$ cat config.mk
export PLATFORM = sky130hd
export DESIGN_NAME = matmul_mem_engine_flat
export DESIGN_NICKNAME = d
export VERILOG_FILES = /design/src/rtl/matmul_mem_engine_if.sv /design/src/rtl/matmul_mem_engine.sv /design/src/flat_wrapper.sv
export SDC_FILE = /design/constraint.sdc
export NUM_CORES = 2
export LEC_CHECK = 0
export BUFFER_PORTS_ARGS = -buffer_cell sky130_fd_sc_hd__clkbuf_2
export CORE_MARGIN = 1.5
export CORE_UTILIZATION = 35
export DETAILED_ROUTE_END_ITERATION = 6
export HOLD_SLACK_MARGIN = 0.1
export PLACE_DENSITY = 0.53
export SLEW_MARGIN = 20
export SYNTH_ARGS = -nofsm -noshare
export SYNTH_HDL_FRONTEND = slang
export SYNTH_SLANG_ARGS = --single-unit
$ cat constraint.sdc
create_clock -name clk -period 21.7 [get_ports clk]
set_clock_uncertainty 0.15 [all_clocks]
set_input_delay 4.34 -clock clk [delete_from_list [all_inputs] [get_ports clk]]
set_output_delay 4.34 -clock clk [all_outputs]
set_load 0.02 [all_outputs]
$ cat src/rtl/matmul_mem_engine_if.sv
// Memory port bundle for matmul_mem_engine.
// master: mem_req/mem_we/mem_addr/mem_wdata out, mem_ack/mem_rdata in.
// slave : the memory side of the same signals.
interface matmul_mem_engine_if #(
    parameter int AW = 32,
    parameter int DW = 32
) ();
    logic          mem_req;
    logic          mem_we;
    logic [AW-1:0] mem_addr;
    logic [DW-1:0] mem_wdata;
    logic          mem_ack;
    logic [DW-1:0] mem_rdata;

    modport master (
        output mem_req, mem_we, mem_addr, mem_wdata,
        input  mem_ack, mem_rdata
    );

    modport slave (
        input  mem_req, mem_we, mem_addr, mem_wdata,
        output mem_ack, mem_rdata
    );
endinterface

$ cat src/rtl/matmul_mem_engine.sv
// NxN signed matrix multiply engine with its own memory master:
// loads A and B, computes C=A*B (i_mode=0) or C=A*B^T (i_mode=1)
// one MAC per cycle, then stores C row-major at i_c_base.
// Ports: clk, rst (sync, active-high), i_start, i_mode, i_a_base,
// i_b_base, i_c_base, o_busy, o_done, mem (memory master modport).
// Option: define MATMUL_SAT_EN to saturate C to the signed W range
// instead of wrapping to the low W bits.
module matmul_mem_engine #(
    parameter int W  = 16,
    parameter int N  = 3,
    parameter int AW = 32,
    parameter int DW = 32
) (
    input  logic                clk,
    input  logic                rst,
    input  logic                i_start,
    input  logic                i_mode,
    input  logic [AW-1:0]       i_a_base,
    input  logic [AW-1:0]       i_b_base,
    input  logic [AW-1:0]       i_c_base,
    output logic                o_busy,
    output logic                o_done,
    matmul_mem_engine_if.master mem
);
    localparam int NN   = N * N;
    localparam int CW   = (N > 1) ? $clog2(N) : 1;
    localparam int IW   = (NN > 1) ? $clog2(NN) : 1;
    localparam int ACCW = 2 * W + $clog2(N) + 1;
    localparam logic [CW-1:0] LAST = CW'(N - 1);

    typedef enum logic [2:0] {
        S_IDLE,
        S_LOAD_A,
        S_LOAD_B,
        S_COMPUTE,
        S_STORE,
        S_FIN
    } state_t;

    state_t r_state;
    state_t w_next;

    logic                   r_mode;
    logic [AW-1:0]          r_a_base;
    logic [AW-1:0]          r_b_base;
    logic [AW-1:0]          r_c_base;
    logic [CW-1:0]          r_i;
    logic [CW-1:0]          r_j;
    logic [CW-1:0]          r_k;
    logic signed [ACCW-1:0] r_acc;
    logic signed [W-1:0]    r_a [NN];
    logic signed [W-1:0]    r_b [NN];
    logic signed [W-1:0]    r_c [NN];
    logic                   r_req;
    logic                   r_we;
    logic [AW-1:0]          r_addr;
    logic [DW-1:0]          r_wdata;

    logic                   w_xfer;
    logic                   w_el_last;
    logic                   w_k_last;
    logic [CW-1:0]          w_ni;
    logic [CW-1:0]          w_nj;
    logic [IW-1:0]          w_idx;
    logic [IW-1:0]          w_tidx;
    logic [IW-1:0]          w_nidx;
    logic [AW-1:0]          w_noff;
    logic signed [W-1:0]    w_aik;
    logic signed [W-1:0]    w_bkj;
    logic signed [2*W-1:0]  w_prod;
    logic signed [ACCW-1:0] w_prod_x;
    logic signed [ACCW-1:0] w_acc_base;
    logic signed [ACCW-1:0] w_acc;
    logic signed [W-1:0]    w_cval;
    logic                   w_unused;

    function automatic logic [IW-1:0] idx(
        input logic [CW-1:0] r,
        input logic [CW-1:0] c
    );
        return IW'(32'(r) * N + 32'(c));
    endfunction

    assign w_xfer    = r_req & mem.mem_ack;
    assign w_el_last = (r_i == LAST) && (r_j == LAST);
    assign w_k_last  = (r_k == LAST);
    assign w_ni      = (r_j == LAST) ? CW'(r_i + 1'b1) : r_i;
    assign w_nj      = (r_j == LAST) ? '0 : CW'(r_j + 1'b1);
    assign w_idx     = idx(r_i, r_j);
    assign w_tidx    = idx(r_j, r_i);
    assign w_nidx    = idx(w_ni, w_nj);
    assign w_noff    = AW'(w_nidx) << 2;
    assign w_unused  = ^mem.mem_rdata;

    // MAC datapath: the accumulator restarts at k=0
    assign w_aik      = r_a[idx(r_i, r_k)];
    assign w_bkj      = r_b[idx(r_k, r_j)];
    assign w_prod     = w_aik * w_bkj;
    assign w_prod_x   = ACCW'(w_prod);
    assign w_acc_base = (r_k == '0) ? '0 : r_acc;
    assign w_acc      = w_acc_base + w_prod_x;

`ifdef MATMUL_SAT_EN
    logic w_ovf;
    // Fits in W bits only if all bits above W-2 equal the sign
    assign w_ovf = ~((&w_acc[ACCW-1:W-1]) | ~(|w_acc[ACCW-1:W-1]));

    always_comb begin
        w_cval = w_acc[W-1:0];
        if (w_ovf) begin
            w_cval = w_acc[ACCW-1] ? {1'b1, {(W-1){1'b0}}}
                                   : {1'b0, {(W-1){1'b1}}};
        end
    end
`else
    assign w_cval = w_acc[W-1:0];
`endif

    always_ff @(posedge clk) begin
        if (rst) r_state <= S_IDLE;
        else     r_state <= w_next;
    end

    always_comb begin
        w_next = r_state;
        unique case (r_state)
            S_IDLE:    if (i_start) w_next = S_LOAD_A;
            S_LOAD_A:  if (w_xfer && w_el_last) w_next = S_LOAD_B;
            S_LOAD_B:  if (w_xfer && w_el_last) w_next = S_COMPUTE;
            S_COMPUTE: if (w_el_last && w_k_last) w_next = S_STORE;
            S_STORE:   if (w_xfer && w_el_last) w_next = S_FIN;
            S_FIN:     w_next = S_IDLE;
            default:   w_next = S_IDLE;
        endcase
    end

    always_comb begin
        o_busy = 1'b0;
        o_done = 1'b0;
        unique case (r_state)
            S_LOAD_A, S_LOAD_B, S_COMPUTE, S_STORE: o_busy = 1'b1;
            S_FIN:   o_done = 1'b1;
            default: ;
        endcase
    end

    assign mem.mem_req   = r_req;
    assign mem.mem_we    = r_we;
    assign mem.mem_addr  = r_addr;
    assign mem.mem_wdata = r_wdata;

    always_ff @(posedge clk) begin
        if (rst) begin
            r_mode   <= 1'b0;
            r_a_base <= '0;
            r_b_base <= '0;
            r_c_base <= '0;
            r_i      <= '0;
            r_j      <= '0;
            r_k      <= '0;
            r_acc    <= '0;
            r_req    <= 1'b0;
            r_we     <= 1'b0;
            r_addr   <= '0;
            r_wdata  <= '0;
            for (int e = 0; e < NN; e++) begin
                r_a[e] <= '0;
                r_b[e] <= '0;
                r_c[e] <= '0;
            end
        end else begin
            unique case (r_state)
                S_IDLE: begin
                    // First A read goes out with the state change
                    if (i_start) begin
                        r_mode   <= i_mode;
                        r_a_base <= i_a_base;
                        r_b_base <= i_b_base;
                        r_c_base <= i_c_base;
                        r_i      <= '0;
                        r_j      <= '0;
                        r_k      <= '0;
                        r_req    <= 1'b1;
                        r_we     <= 1'b0;
                        r_addr   <= i_a_base;
                    end
                end
                S_LOAD_A: begin
                    if (w_xfer) begin
                        r_a[w_idx] <= mem.mem_rdata[W-1:0];
                        if (w_el_last) begin
                            r_req <= 1'b0;
                            r_i   <= '0;
                            r_j   <= '0;
                        end else begin
                            r_i    <= w_ni;
                            r_j    <= w_nj;
                            r_addr <= r_a_base + w_noff;
                        end
                    end
                end
                S_LOAD_B: begin
                    if (!r_req) begin
                        r_req  <= 1'b1;
                        r_addr <= r_b_base;
                    end else if (w_xfer) begin
                        r_b[r_mode ? w_tidx : w_idx] <= mem.mem_rdata[W-1:0];
                        if (w_el_last) begin
                            r_req <= 1'b0;
                            r_i   <= '0;
                            r_j   <= '0;
                        end else begin
                            r_i    <= w_ni;
                            r_j    <= w_nj;
                            r_addr <= r_b_base + w_noff;
                        end
                    end
                end
                S_COMPUTE: begin
                    r_acc <= w_acc;
                    if (w_k_last) begin
                        r_c[w_idx] <= w_cval;
                        r_k        <= '0;
                        if (w_el_last) begin
                            r_i <= '0;
                            r_j <= '0;
                        end else begin
                            r_i <= w_ni;
                            r_j <= w_nj;
                        end
                    end else begin
                        r_k <= CW'(r_k + 1'b1);
                    end
                end
                S_STORE: begin
                    if (!r_req) begin
                        r_req   <= 1'b1;
                        r_we    <= 1'b1;
                        r_addr  <= r_c_base;
                        r_wdata <= DW'(r_c[w_idx]);
                    end else if (w_xfer) begin
                        if (w_el_last) begin
                            r_req <= 1'b0;
                            r_we  <= 1'b0;
                            r_i   <= '0;
                            r_j   <= '0;
                        end else begin
                            r_i     <= w_ni;
                            r_j     <= w_nj;
                            r_addr  <= r_c_base + w_noff;
                            r_wdata <= DW'(r_c[w_nidx]);
                        end
                    end
                end
                S_FIN:   ;
                default: ;
            endcase
        end
    end
endmodule

$ cat src/flat_wrapper.sv
// flat-port wrapper written by rule: the top's interface ports become plain ports
module matmul_mem_engine_flat 
#(
    parameter int W  = 16,
    parameter int N  = 3,
    parameter int AW = 32,
    parameter int DW = 32
)
  (clk, rst, i_start, i_mode, i_a_base, i_b_base, i_c_base, o_busy, o_done, mem_mem_req, mem_mem_we, mem_mem_addr, mem_mem_wdata, mem_mem_ack, mem_mem_rdata);
  matmul_mem_engine_if #(.AW(AW), .DW(DW)) mem_i ();
  input  logic clk;
  input  logic rst;
  input  logic i_start;
  input  logic i_mode;
  input  logic [AW-1:0] i_a_base;
  input  logic [AW-1:0] i_b_base;
  input  logic [AW-1:0] i_c_base;
  output logic o_busy;
  output logic o_done;
  output wire logic [$bits(mem_i.mem_req)-1:0] mem_mem_req;
  output wire logic [$bits(mem_i.mem_we)-1:0] mem_mem_we;
  output wire logic [$bits(mem_i.mem_addr)-1:0] mem_mem_addr;
  output wire logic [$bits(mem_i.mem_wdata)-1:0] mem_mem_wdata;
  input wire logic [$bits(mem_i.mem_ack)-1:0] mem_mem_ack;
  input wire logic [$bits(mem_i.mem_rdata)-1:0] mem_mem_rdata;
  assign mem_mem_req = mem_i.mem_req;
  assign mem_mem_we = mem_i.mem_we;
  assign mem_mem_addr = mem_i.mem_addr;
  assign mem_mem_wdata = mem_i.mem_wdata;
  assign mem_i.mem_ack = mem_mem_ack;
  assign mem_i.mem_rdata = mem_mem_rdata;
  matmul_mem_engine #(.W(W), .N(N), .AW(AW), .DW(DW)) u_core (.clk(clk), .rst(rst), .i_start(i_start), .i_mode(i_mode), .i_a_base(i_a_base), .i_b_base(i_b_base), .i_c_base(i_c_base), .o_busy(o_busy), .o_done(o_done), .mem(mem_i));
endmodule
==> qor.csv <==
metric,value,unit
outcome,finished clean,
ys_ff_latch,940,
grt_pass1_vias,30530,
syn-num-nets,4060,
area_growth,13.09,%
wire_per_inst,23.10,µm
critical_path_class,reg2reg,
std_cell_rows,136,
cts_root_buffer,clkbuf_16,
vias,29990,
crit_path_end_kind,flip-flop,
drive_gt1_share,20.75,%
synthArstFlopShare,0,%
ant_nets,0,
coreArea,137300,µm²
synth_edf_count,768,
dp_cells,5541,
instances_no_fill,5732,
leakage,19.37,nW
critPathLaunchType,flip-flop,
period_share,46.22,%
die_x,374.6,µm
final_cell_mix,"768 x edfxtp_1, 361 x nor2_1, 351 x and2_1",
drtIter0Drc,2374,
routed_wl,132400,µm
tns,0,ps
p_per_area,82.07,nW/µm²
yosys_warnings,0,
netlist.area_leader.share,47.71,%
worstMarginPinSlew,1101,ps
final_core_util,39.81,%
syn_inst,3726,
final.fill_count,12980,
io_pins,201,
cts_setup_buffers,0,
grt.overflow.total,0,
htreeDepth,3,
die_height,374.6,µm
clk-insertion-delay-late,740,ps
firstDrtPassIters,5,
ys.flop_type,edfxtp_1,
avgSynthCellArea,12.97,µm²
synth_cell_types,64,
hp-class,reg2reg,
synth_area_leaders,"edfxtp_1 48%, mux4_2 13%, dfxtp_1 7.1%",
yosys.area.top_type,edfxtp_1,
worstPathMaxFanout,49,
routed_via_density,5.232,
die_area,140300,µm²
final_common_cell,edfxtp_1,
place.gp.congestion,0.8257,
hold_buffers,0,
fin_crit,10030,ps
port_buffers,184,
netlist_area,48340,µm²
grt_pass1_wl,198500,µm
cts_num_sinks,940,
drc,0,
finalSetupViolations,0,
clock_path_buffers,3,
antenna_found_initial,5,
final_hold_viol_count,0,
grtUsageTotal,18.80,%
drv_slew,0,
clk_pin_slew_worst_paths,60,ps
seq_area_frac_synth,54.83,%
finish.net_count,4187,
worstPathRequired,21940,ps
post_cts_resize_count,0,
cap_violations,0,
cts_tree,done,
initial_core_util,35.20,%
clock.fmax,0.09971,GHz
numCtsBuffers,104,
relSlewSlack,26.58,%
dp_hpwl,85180,µm
rsz0062_at_grt,false,
grt_max_degree,94,
worstPathArrival,10270,ps
max-vdd-ir-drop,0.00006566,V
[flip-flops by register name, summed over array words and instances (netlist names)]
name / count
u_core.mem.mem_addr: 32
u_core.mem.mem_we: 1
u_core.r_acc: 16
u_core.r_b_base: 32
u_core.r_a: 256
u_core.r_c_base: 32
u_core.r_state: 3
u_core.r_a_base: 32
u_core.r_i: 2
u_core.mem.mem_req: 1
u_core.r_c: 256
u_core.r_b: 256
u_core.mem.mem_wdata: 16
u_core.r_j: 2
u_core.r_mode: 1
u_core.r_k: 2
[worst max-delay path: stages, from the launching register on]
cell	delay (ps)
dfxtp_1	570
inv_1	130
ha_1	410
fa_4	1020
buf_4	690
mux4_2	400
mux2_2	270
o21ai_1	700
or2_2	250
fa_1	440
fa_1	540
inv_1	50
fa_1	500
inv_1	50
fa_1	530
inv_1	50
fa_1	470
inv_1	50
fa_1	470
inv_1	40
ha_1	310
o21ai_0	160
a21oi_1	90
nor2_1	130
xor2_1	830
inv_1	290
[path summary, 6_finish.rpt]
check	startpoint	end	slack, ps	depth (start not counted)
worst max-delay path	u_core.r_i[0]$_SDFFE_PP0P_	u_core.r_c[13][13]$_DFFE_PP_	11670	25
worst min-delay path	u_core.mem.mem_addr[24]$_SDFFE_PP0P_	u_core.mem.mem_addr[24]$_SDFFE_PP0P_	300	2
worst max register to register	u_core.r_i[0]$_SDFFE_PP0P_	u_core.r_c[13][13]$_DFFE_PP_	11670	25
worst min register to register	u_core.mem.mem_addr[24]$_SDFFE_PP0P_	u_core.mem.mem_addr[24]$_SDFFE_PP0P_	300	2
[final cells by class]
| class | instances | area, µm² | share of cell area, % |
|---|---|---|---|
| diodes | 1 | 2.502 | 0.004578 |
| clock inverters | 62 | 630.6 | 1.154 |
| well taps | 1794 | 2245 | 4.106 |
| repair buffers | 276 | 1618 | 2.960 |
| clock buffers | 128 | 2748 | 5.026 |
| inverters | 216 | 810.8 | 1.483 |
| flip-flops and latches | 940 | 26510 | 48.49 |
| multi-input cells | 2315 | 20100 | 36.78 |
[cell families after synthesis]
| group | after synthesis | share of synthesized area [%] |
|---|---|---|
| AO/OA/AOI/OAI | 392 | 5.016 |
| XOR/XNOR | 127 | 2.446 |
| adder cells (fa/ha/maj) | 201 | 6.818 |
| buffers and inverters | 471 | 4.038 |
| flip-flops | 940 | 54.83 |
| multiplexers | 333 | 14.20 |
| AND/OR/NAND/NOR | 1262 | 12.64 |
[synth_stat cells, drive strengths merged (2+ instances only)]
| master | number |
|---|---|
| nand3 | 38 |
| nor3b | 2 |
| edfxtp | 768 |
| dfxtp | 172 |
| or2 | 51 |
| a221oi | 14 |
| a31oi | 4 |
| nor2 | 368 |
| xnor3 | 4 |
| and2 | 352 |
| or3 | 7 |
| a21oi | 182 |
| inv | 216 |
| ha | 97 |
| o21ai | 52 |
| nor3 | 19 |
| o32ai | 2 |
| clkbuf | 186 |
| mux2i | 30 |
| a211o | 3 |
| mux2 | 23 |
| fa | 104 |
| xor2 | 50 |
| a211oi | 43 |
| a311oi | 18 |
| a21o | 10 |
| nor2b | 42 |
| buf | 69 |
| nor4 | 2 |
| o22ai | 15 |
| nor4b | 2 |
| nand4 | 13 |
| o21a | 3 |
| o221ai | 7 |
| and4 | 2 |
| o211ai | 13 |
| a2111oi | 3 |
| a32oi | 2 |
| nand2b | 24 |
| a22oi | 10 |
| mux4 | 280 |
| xnor2 | 73 |
| and3 | 13 |
| nand2 | 325 |
| a222oi | 3 |
[report_power, final]
group	internal (mW)	switching (mW)
clock network	1.01	0.755
registers	2.05	0.0290
logic	0.214	0.426
[per-stage QoR]
stage          area (µm²)  power, mW  hold WS, ps  setup slack [ps]
2_1_floorplan       48340      2.528        281.8             13170
5_1_grt             54660      4.664        322.8             11160
6_report            54660      4.486        304.1             11670
4_1_cts             54660      4.533        305.2             11530
3_3_place_gp        51280      2.761        289.6             11510
3_5_place_dp        51280      2.770        297.1             11530
[metal layers]
metal | GRT usage, % | vias to the layer above | wire length, µm
met3 | 3.375 | 219 | 7429
met2 | 30.57 | 918 | 62550
met4 | 5.292 | 6 | 3403
li1 | - | 13630 | -
met1 | 25.77 | 15220 | 58970
met5 | 0 | - | 40
Power figures use the tool's default switching activity.
